===== src/rtl/ram_port_master.sv =====
// Request-side controller for a single-port RAM whose read data is registered
// one cycle after the address, plus a block-fill engine that writes every location.
module ram_port_master #(
  parameter int AW = 6,
  parameter int DW = 16
) (
  input  logic          clk,
  input  logic          rst,
  input  logic          req_valid,
  output logic          req_ready,
  input  logic          req_wr,
  input  logic [AW-1:0] req_addr,
  input  logic [DW-1:0] req_wdata,
  output logic          rsp_valid,
  output logic [DW-1:0] rsp_data,
  input  logic          fill_start,
  input  logic [DW-1:0] fill_value,
  output logic          fill_busy,
  output logic          fill_done,
  output logic          ram_we,
  output logic [AW-1:0] ram_a,
  output logic [DW-1:0] ram_di,
  output logic          ram_rst,
  input  logic [DW-1:0] ram_do
);

  typedef enum logic {IDLE = 1'b0, FILL = 1'b1} state_e;

  localparam logic [AW-1:0] LAST_ADDR = '1;

  state_e        state_q, state_d;
  logic [AW-1:0] cnt_q, cnt_d;
  logic [DW-1:0] fill_val_q, fill_val_d;
  logic          fill_done_q, fill_done_d;
  logic          rd_p1_q, rd_p1_d;
  logic          rsp_valid_q, rsp_valid_d;
  logic [DW-1:0] rsp_data_q, rsp_data_d;
  logic          req_fire;
  logic          rd_fire;

  assign ram_rst   = rst;
  assign req_ready = (state_q == IDLE) && !fill_start && !rst;
  assign req_fire  = req_valid && req_ready;
  assign rd_fire   = req_fire && !req_wr;

  assign fill_busy = (state_q == FILL);
  assign fill_done = fill_done_q;
  assign rsp_valid = rsp_valid_q;
  assign rsp_data  = rsp_data_q;

  always_ff @(posedge clk) begin
    if (rst) begin
      state_q     <= IDLE;
      cnt_q       <= '0;
      fill_val_q  <= '0;
      fill_done_q <= 1'b0;
    end else begin
      state_q     <= state_d;
      cnt_q       <= cnt_d;
      fill_val_q  <= fill_val_d;
      fill_done_q <= fill_done_d;
    end
  end

  always_comb begin
    state_d     = state_q;
    cnt_d       = cnt_q;
    fill_val_d  = fill_val_q;
    fill_done_d = 1'b0;
    case (state_q)
      IDLE: begin
        if (fill_start) begin
          state_d    = FILL;
          cnt_d      = '0;
          fill_val_d = fill_value;
        end
      end
      FILL: begin
        if (cnt_q == LAST_ADDR) begin
          state_d     = IDLE;
          cnt_d       = '0;
          fill_done_d = 1'b1;
        end else begin
          cnt_d = cnt_q + AW'(1);
        end
      end
      default: state_d = IDLE;
    endcase
  end

  // The fill write is suppressed in a reset cycle so an aborted fill leaves
  // the current counter location untouched.
  always_comb begin
    ram_we = 1'b0;
    ram_a  = req_addr;
    ram_di = req_wdata;
    if (state_q == FILL) begin
      ram_we = !rst;
      ram_a  = cnt_q;
      ram_di = fill_val_q;
    end else begin
      ram_we = req_fire && req_wr;
    end
  end

  // Read pipeline: the RAM presents data the cycle after the address, and the
  // response register adds one more cycle, giving a fixed latency of two.
  always_comb begin
    rd_p1_d     = rd_fire;
    rsp_valid_d = rd_p1_q;
    rsp_data_d  = rd_p1_q ? ram_do : rsp_data_q;
  end

  always_ff @(posedge clk) begin
    if (rst) begin
      rd_p1_q     <= 1'b0;
      rsp_valid_q <= 1'b0;
      rsp_data_q  <= '0;
    end else begin
      rd_p1_q     <= rd_p1_d;
      rsp_valid_q <= rsp_valid_d;
      rsp_data_q  <= rsp_data_d;
    end
  end

endmodule

===== config.mk =====
export PLATFORM = sky130hd
export DESIGN_NAME = ram_port_master
export DESIGN_NICKNAME = d
export VERILOG_FILES = /design/src/rtl/ram_port_master.sv
export SDC_FILE = /design/constraint.sdc
export NUM_CORES = 1
export LEC_CHECK = 0
export ABC_AREA = 1
export CAP_MARGIN = 20
export CORE_MARGIN = 4
export CORE_UTILIZATION = 30
export CTS_CLUSTER_DIAMETER = 150
export DETAILED_ROUTE_END_ITERATION = 12
export PLACE_DENSITY = 0.68
export RECOVER_POWER = 100
export SYNTH_ARGS = -nofsm -noshare
export SYNTH_HDL_FRONTEND = slang
export SYNTH_SLANG_ARGS = --single-unit

===== constraint.sdc =====
create_clock -name clk -period 1.1 [get_ports clk]
set_input_delay 0.22 -clock clk [delete_from_list [all_inputs] [get_ports clk]]
set_output_delay 0.22 -clock clk [all_outputs]
set_load 0.02 [all_outputs]

Word-level counts from Yosys, hierarchy flattened
Cells that the tools add are included.
{"block": "classes", "add_sub_neg": 1, "eq_ne": 2, "n_mux": 10, "bitwise": 1, "reduce_logical": 10}
{"cell": "two-way mux 6 bit", "count": 3}
{"cell": "two-way mux 16 bit", "count": 1}
{"cell": "one-hot mux 6 bit (2 select lines)", "count": 1}
{"cell": "adder 6 x 1 -> 6 bit (second input constant)", "count": 1}
{"cell": "equality test 6 bit (second input constant)", "count": 1}
{"cell": "logical AND 1 bit", "count": 5}
{"cell": "two-way mux 1 bit", "count": 4}
{"cell": "zero test 1 bit", "count": 3}
{"cell": "!= test 2 bit (second input constant)", "count": 1}
{"cell": "one-hot mux 1 bit (2 select lines)", "count": 1}
{"cell": "AND reduction 2 bit", "count": 1}
{"cell": "OR reduction 2 bit", "count": 1}
{"cell": "NOT 1 bit", "count": 1}
{"block": "word_totals", "regBits": 42, "inputBits": 59}

Logic depth before layout (Yosys ltp)
Gate-level depths: netlist of the first run.
{"block": "logic_depth", "word_depth": 6, "depth_mapped": 6, "depth_no_buf": 6}

Least setup slack after synthesis of the first run
OpenSTA, ideal clock, no wires.
{"block": "synth_path", "path_kind": "flip-flop to output port", "start": "register state_q, in the netlist fill_busy", "end": "output ram_di[0]", "arrival_time_ns": 1.344, "required_time_ns": 0.880, "slack_ns": -0.464, "stages_incl_launch_ff": 5, "n_path_buf": 2, "cell_sequence": "dfxtp_1 > buf_6 > inv_2 > buf_2 > o21ai_0"}
{"block": "synth_between", "elab_chain_len": 1}
{"element": "start, declared", "line": "31", "text": "state_e state_q, state_d;"}
{"element": "start signal, assigned", "line": "58", "text": "state_q <= state_d;"}
{"element": "two-way mux 16 bit", "line": "97", "text": "if (state_q == FILL) begin"}
{"element": "end, declared", "line": "22", "text": "output logic [DW-1:0] ram_di,"}
No other way between the ends.

Worst setup path in the final report of the first run
Ends and elaborated chain as after synthesis.

==> results of run 1 <==
-- worst max-delay path, cell delays in order (launching register included) --
cell and delay, ns:
dfxtp_4 0.39, inv_8 0.10, clkbuf_16 0.17, nand2_1 0.07
o21ai_2 0.06, buf_6 0.13
-- power groups by stage --
stage / logic, mW / registers [mW] / clock network [mW]
finish: 1.46 / 1.68 / 0.978
global route: 1.59 / 1.70 / 1.09
CTS: 1.42 / 1.68 / 1.03
detailed placement: 1.32 / 1.70 / 0
global placement: 1.32 / 1.70 / 0
floorplan: 0.631 / 1.73 / 0
-- routing by layer --
layer,global-route usage [%],share of wire (%),vias to the layer above
li1,-,-,1088
met1,18.1,42,951
met2,27.5,49,73
met3,5.04,7.1,6
met4,4.53,1.4,0
met5,0,0,-
-- stage by stage --
stage	hold WS (ns)	cell area, µm²	utilization, %	TNS, ns
CTS	0.427	3450	58.2	-7.81
global placement	0.475	3310	56.0	-32.24
detailed placement	0.491	3310	56.0	-33.16
finish	0.477	3490	58.9	-7.30
floorplan	0.292	2010	-	-2.21
global route	0.489	3490	58.9	-9.86
-- how the worst max path moves through the flow --
| stage | to | from | slack [ns] |
|---|---|---|---|
| 2_1_floorplan | ram_we | fill_busy | -0.20 |
| 3_3_place_gp | ram_we | fill_start | -0.82 |
| 3_5_place_dp | ram_we | fill_start | -0.83 |
| 4_1_cts | ram_di[4] | fill_busy | -0.37 |
| 5_1_grt | ram_di[0] | fill_busy | -0.38 |
| 6_report | ram_di[0] | fill_busy | -0.34 |
-- final cells by class --
cell class | instances | area share, %
clock buffers | 6 | 2.08
clock inverters | 2 | 0.395
inverters | 18 | 2.22
multi-input cells | 185 | 32.1
flip-flops and latches | 42 | 24.3
well taps | 75 | 2.69
repair buffers | 138 | 36.2
-- Yosys cell counts --
cell type	n
nand2_1	57
nor2_1	53
dfxtp_1	42
o21ai_0	37
nand3_1	15
inv_1	13
o21ai_1	7
buf_2	5
buf_4	3
inv_2	3
nor2_2	3
a21oi_1	2
buf_6	2
clkbuf_2	2
inv_4	2
o21ai_2	2
ha_1	1
nand2_2	1
nand2_4	1
nand4_1	1
nor2_8	1
nor3_1	1
nor3_4	1
o21bai_1	1
o22ai_1	1
-- kinds of logic after synthesis --
logic type / after synthesis
fa+ha+maj: 1
compound gates: 50
buf+inv: 30
flops: 42
simple gates: 134
-- registers in the layout, summed over array words and instances (netlist names) --
signal      count
rsp_data       16
fill_val_q     16
cnt_q           6
rsp_valid       1
rd_p1_q         1
fill_busy       1
fill_done       1
-- what timing repair did --
| item | CTS | global route |
|---|---|---|
| gates cloned | 0 | 1 |
| resized for setup | 254 | 16 |
| pin swaps | 7 | 2 |
| setup endpoints to repair | 84 | 60 |
| setup buffers | 1 | 0 |
==> key figures, run 1 <==
Floorplan
  – Die X: 86.3 µm
  – Site Rows: 28
  – Die H: 86.3 µm
  – Initial Util: about 31%
  – Core area: slightly below 6000 µm²
  – IO Count: roughly 100
  – Die area: 7450 µm²

GRT
  – Global-route usage over all layers: around 16%
  – Remaining global-route overflow: 0
  – Largest net degree at the start of global routing: 35
  – Vias in the first global route: approximately 2,100
  – Initial antenna violation count: 0
  – First-pass GRT wire length: roughly 9.4 mm

Finish
  – Multi-input gate area: 1120 µm²
  – Post-Layout Cell Count: 466
  – Layout cells sized above 1: ~37%
  – Nets@finish: 450
  – Commonest cells after routing, fill and taps aside: clkdlybuf4s50_1, nor2_1, dfxtp_1
  – Register area: roughly 850 µm²
  – Filler Cell Count: 551
  – Number of diodes: 0
  – Area Growth Syn to Fin: 89.7%
  – Commonest non-fill, non-tap cell in the layout: clkdlybuf4s50_1

STA
  – Post-route setup slack: -0.337 ns
  – Final hold vios: 0
  – Max Fclk: around 700 MHz
  – RSZ-0062 raised after global routing: true
  – Worst Tran Pin Value: about 0.55 ns
  – Final setup viols: 27
  – Slew HR: roughly 63%
  – Fin. max-slew vios: 0
  – Min Tclk post-route: roughly 1.4 ns
  – Tcrit/Tclk final: 131%
  – Layout Skew: around 0.0091 ns

Synthesis
  – Post-synth top area share: 45.7%
  – Post-Syn Area per Cell: 7.16 µm²
  – Register bit total from synthesis: 42
  – Adder-cell share of the synthesized area: less than 1%
  – Area leader, netlist: dfxtp_1
  – Compound-Gate Fraction of Synth Area: 14.2%
  – Syn_nets: approximately 320
  – Seq/Total Area, Yosys: 45.7%
  – Post-Synth XOR/XNOR Area: 0%
  – Gate Count Post-Synth: around 260
  – Ys Warns: 0
  – Post-synthesis simple-gate area fraction: 31.1%
  – Synth cell types: 25
  – Synth Cell Area: roughly 1800 µm²
  – Combinational family with the most area after synthesis: simple AND/OR/NAND/NOR gates
  – Post-synthesis mux area share: 0%
  – Top cells by area, synth: dfxtp_1, nand2_1, nor2_1

Clocking
  – CTS Buf Count: 5
  – CTS Root Cell: clkbuf_8
  – Clk slew on worst S/H paths: roughly 0.080 ns
  – Hold buffer count at cts: 0
  – Later-pin clock latency in the skew report: 0.29 ns
  – Clk buf depth: 2
  – Clk sink count: 42
  – TritonCTS clock tree: done
  – CTS H-tree depth: 2

Placed design
  – HPWL Detailed: roughly 4.2 mm
  – IO Port Bufs: a little over 100
  – Cells after DPL: 456
  – Final Wtd Congestion: roughly 0.74
  – Worst slack at placement: -0.833 ns

Pwr
  – P_leak: roughly 1.5 nW
  – Sw Ratio: around a third
  – Clk network pwr share: a little under a quarter
  – Maximum vdd drop: 0.000590 V
  – Int Power: 2.82 mW
  – Net switching power: around 1.3 mW
  – Comb power frac: a little over a third
  – Sequential share of power: between 40% and 50%
  – Cell Pwr Density: between 1000 and 1500 nW/µm²
  – Tot Pwr: between 4 and 5 mW

Routing
  – Total number of vias: ~2,100
  – Pre-antenna DRT Iters: 4
  – Routed Wire Length: a little under 6 mm
  – Routed Antenna Nets: 0
  – Via/cell ratio: 4.55
  – Per-cell routed wire length: 12.4 µm
  – DRC: 0
  – Iter 0 DRT Violations: a little over 50

Setup path
  – Critical Path RT: between 0.8 and 0.9 ns
  – CP max FO: 6
  – Setup slack, reg-to-reg: -0.01 ns
  – Critical Path Start Type: flip-flop
  – FF-to-FF path depth: 6
  – Worst R2R End: cnt_q[5]
  – Type of the worst setup path: reg2out
  – Worst path arrival time: around 1.2 ns
  – Reg2reg start: fill_busy
  – CP Capture Type: primary output

Run status
  – Failing checks: negative setup slack
  – Status: finished, violations left

Worst hold path
  – Hold worst-path end: rsp_valid
  – HP Class: in2reg
  – Hold_sp: rst
  – WHS Path Cells: 3

Run
  – Max cap viols: 0
Power figures use the tool's default switching activity.
==> run 2: changes to the inputs <==
--- a/config.mk
+++ b/config.mk
@@ -13,6 +13,7 @@
 export DETAILED_ROUTE_END_ITERATION = 12
 export PLACE_DENSITY = 0.68
 export RECOVER_POWER = 100
+export SLEW_MARGIN = 20
 export SYNTH_ARGS = -nofsm -noshare
 export SYNTH_HDL_FRONTEND = slang
 export SYNTH_SLANG_ARGS = --single-unit
==> results of run 2 <==
No change in the layout: final DEF, timing and power equal those of run 1.
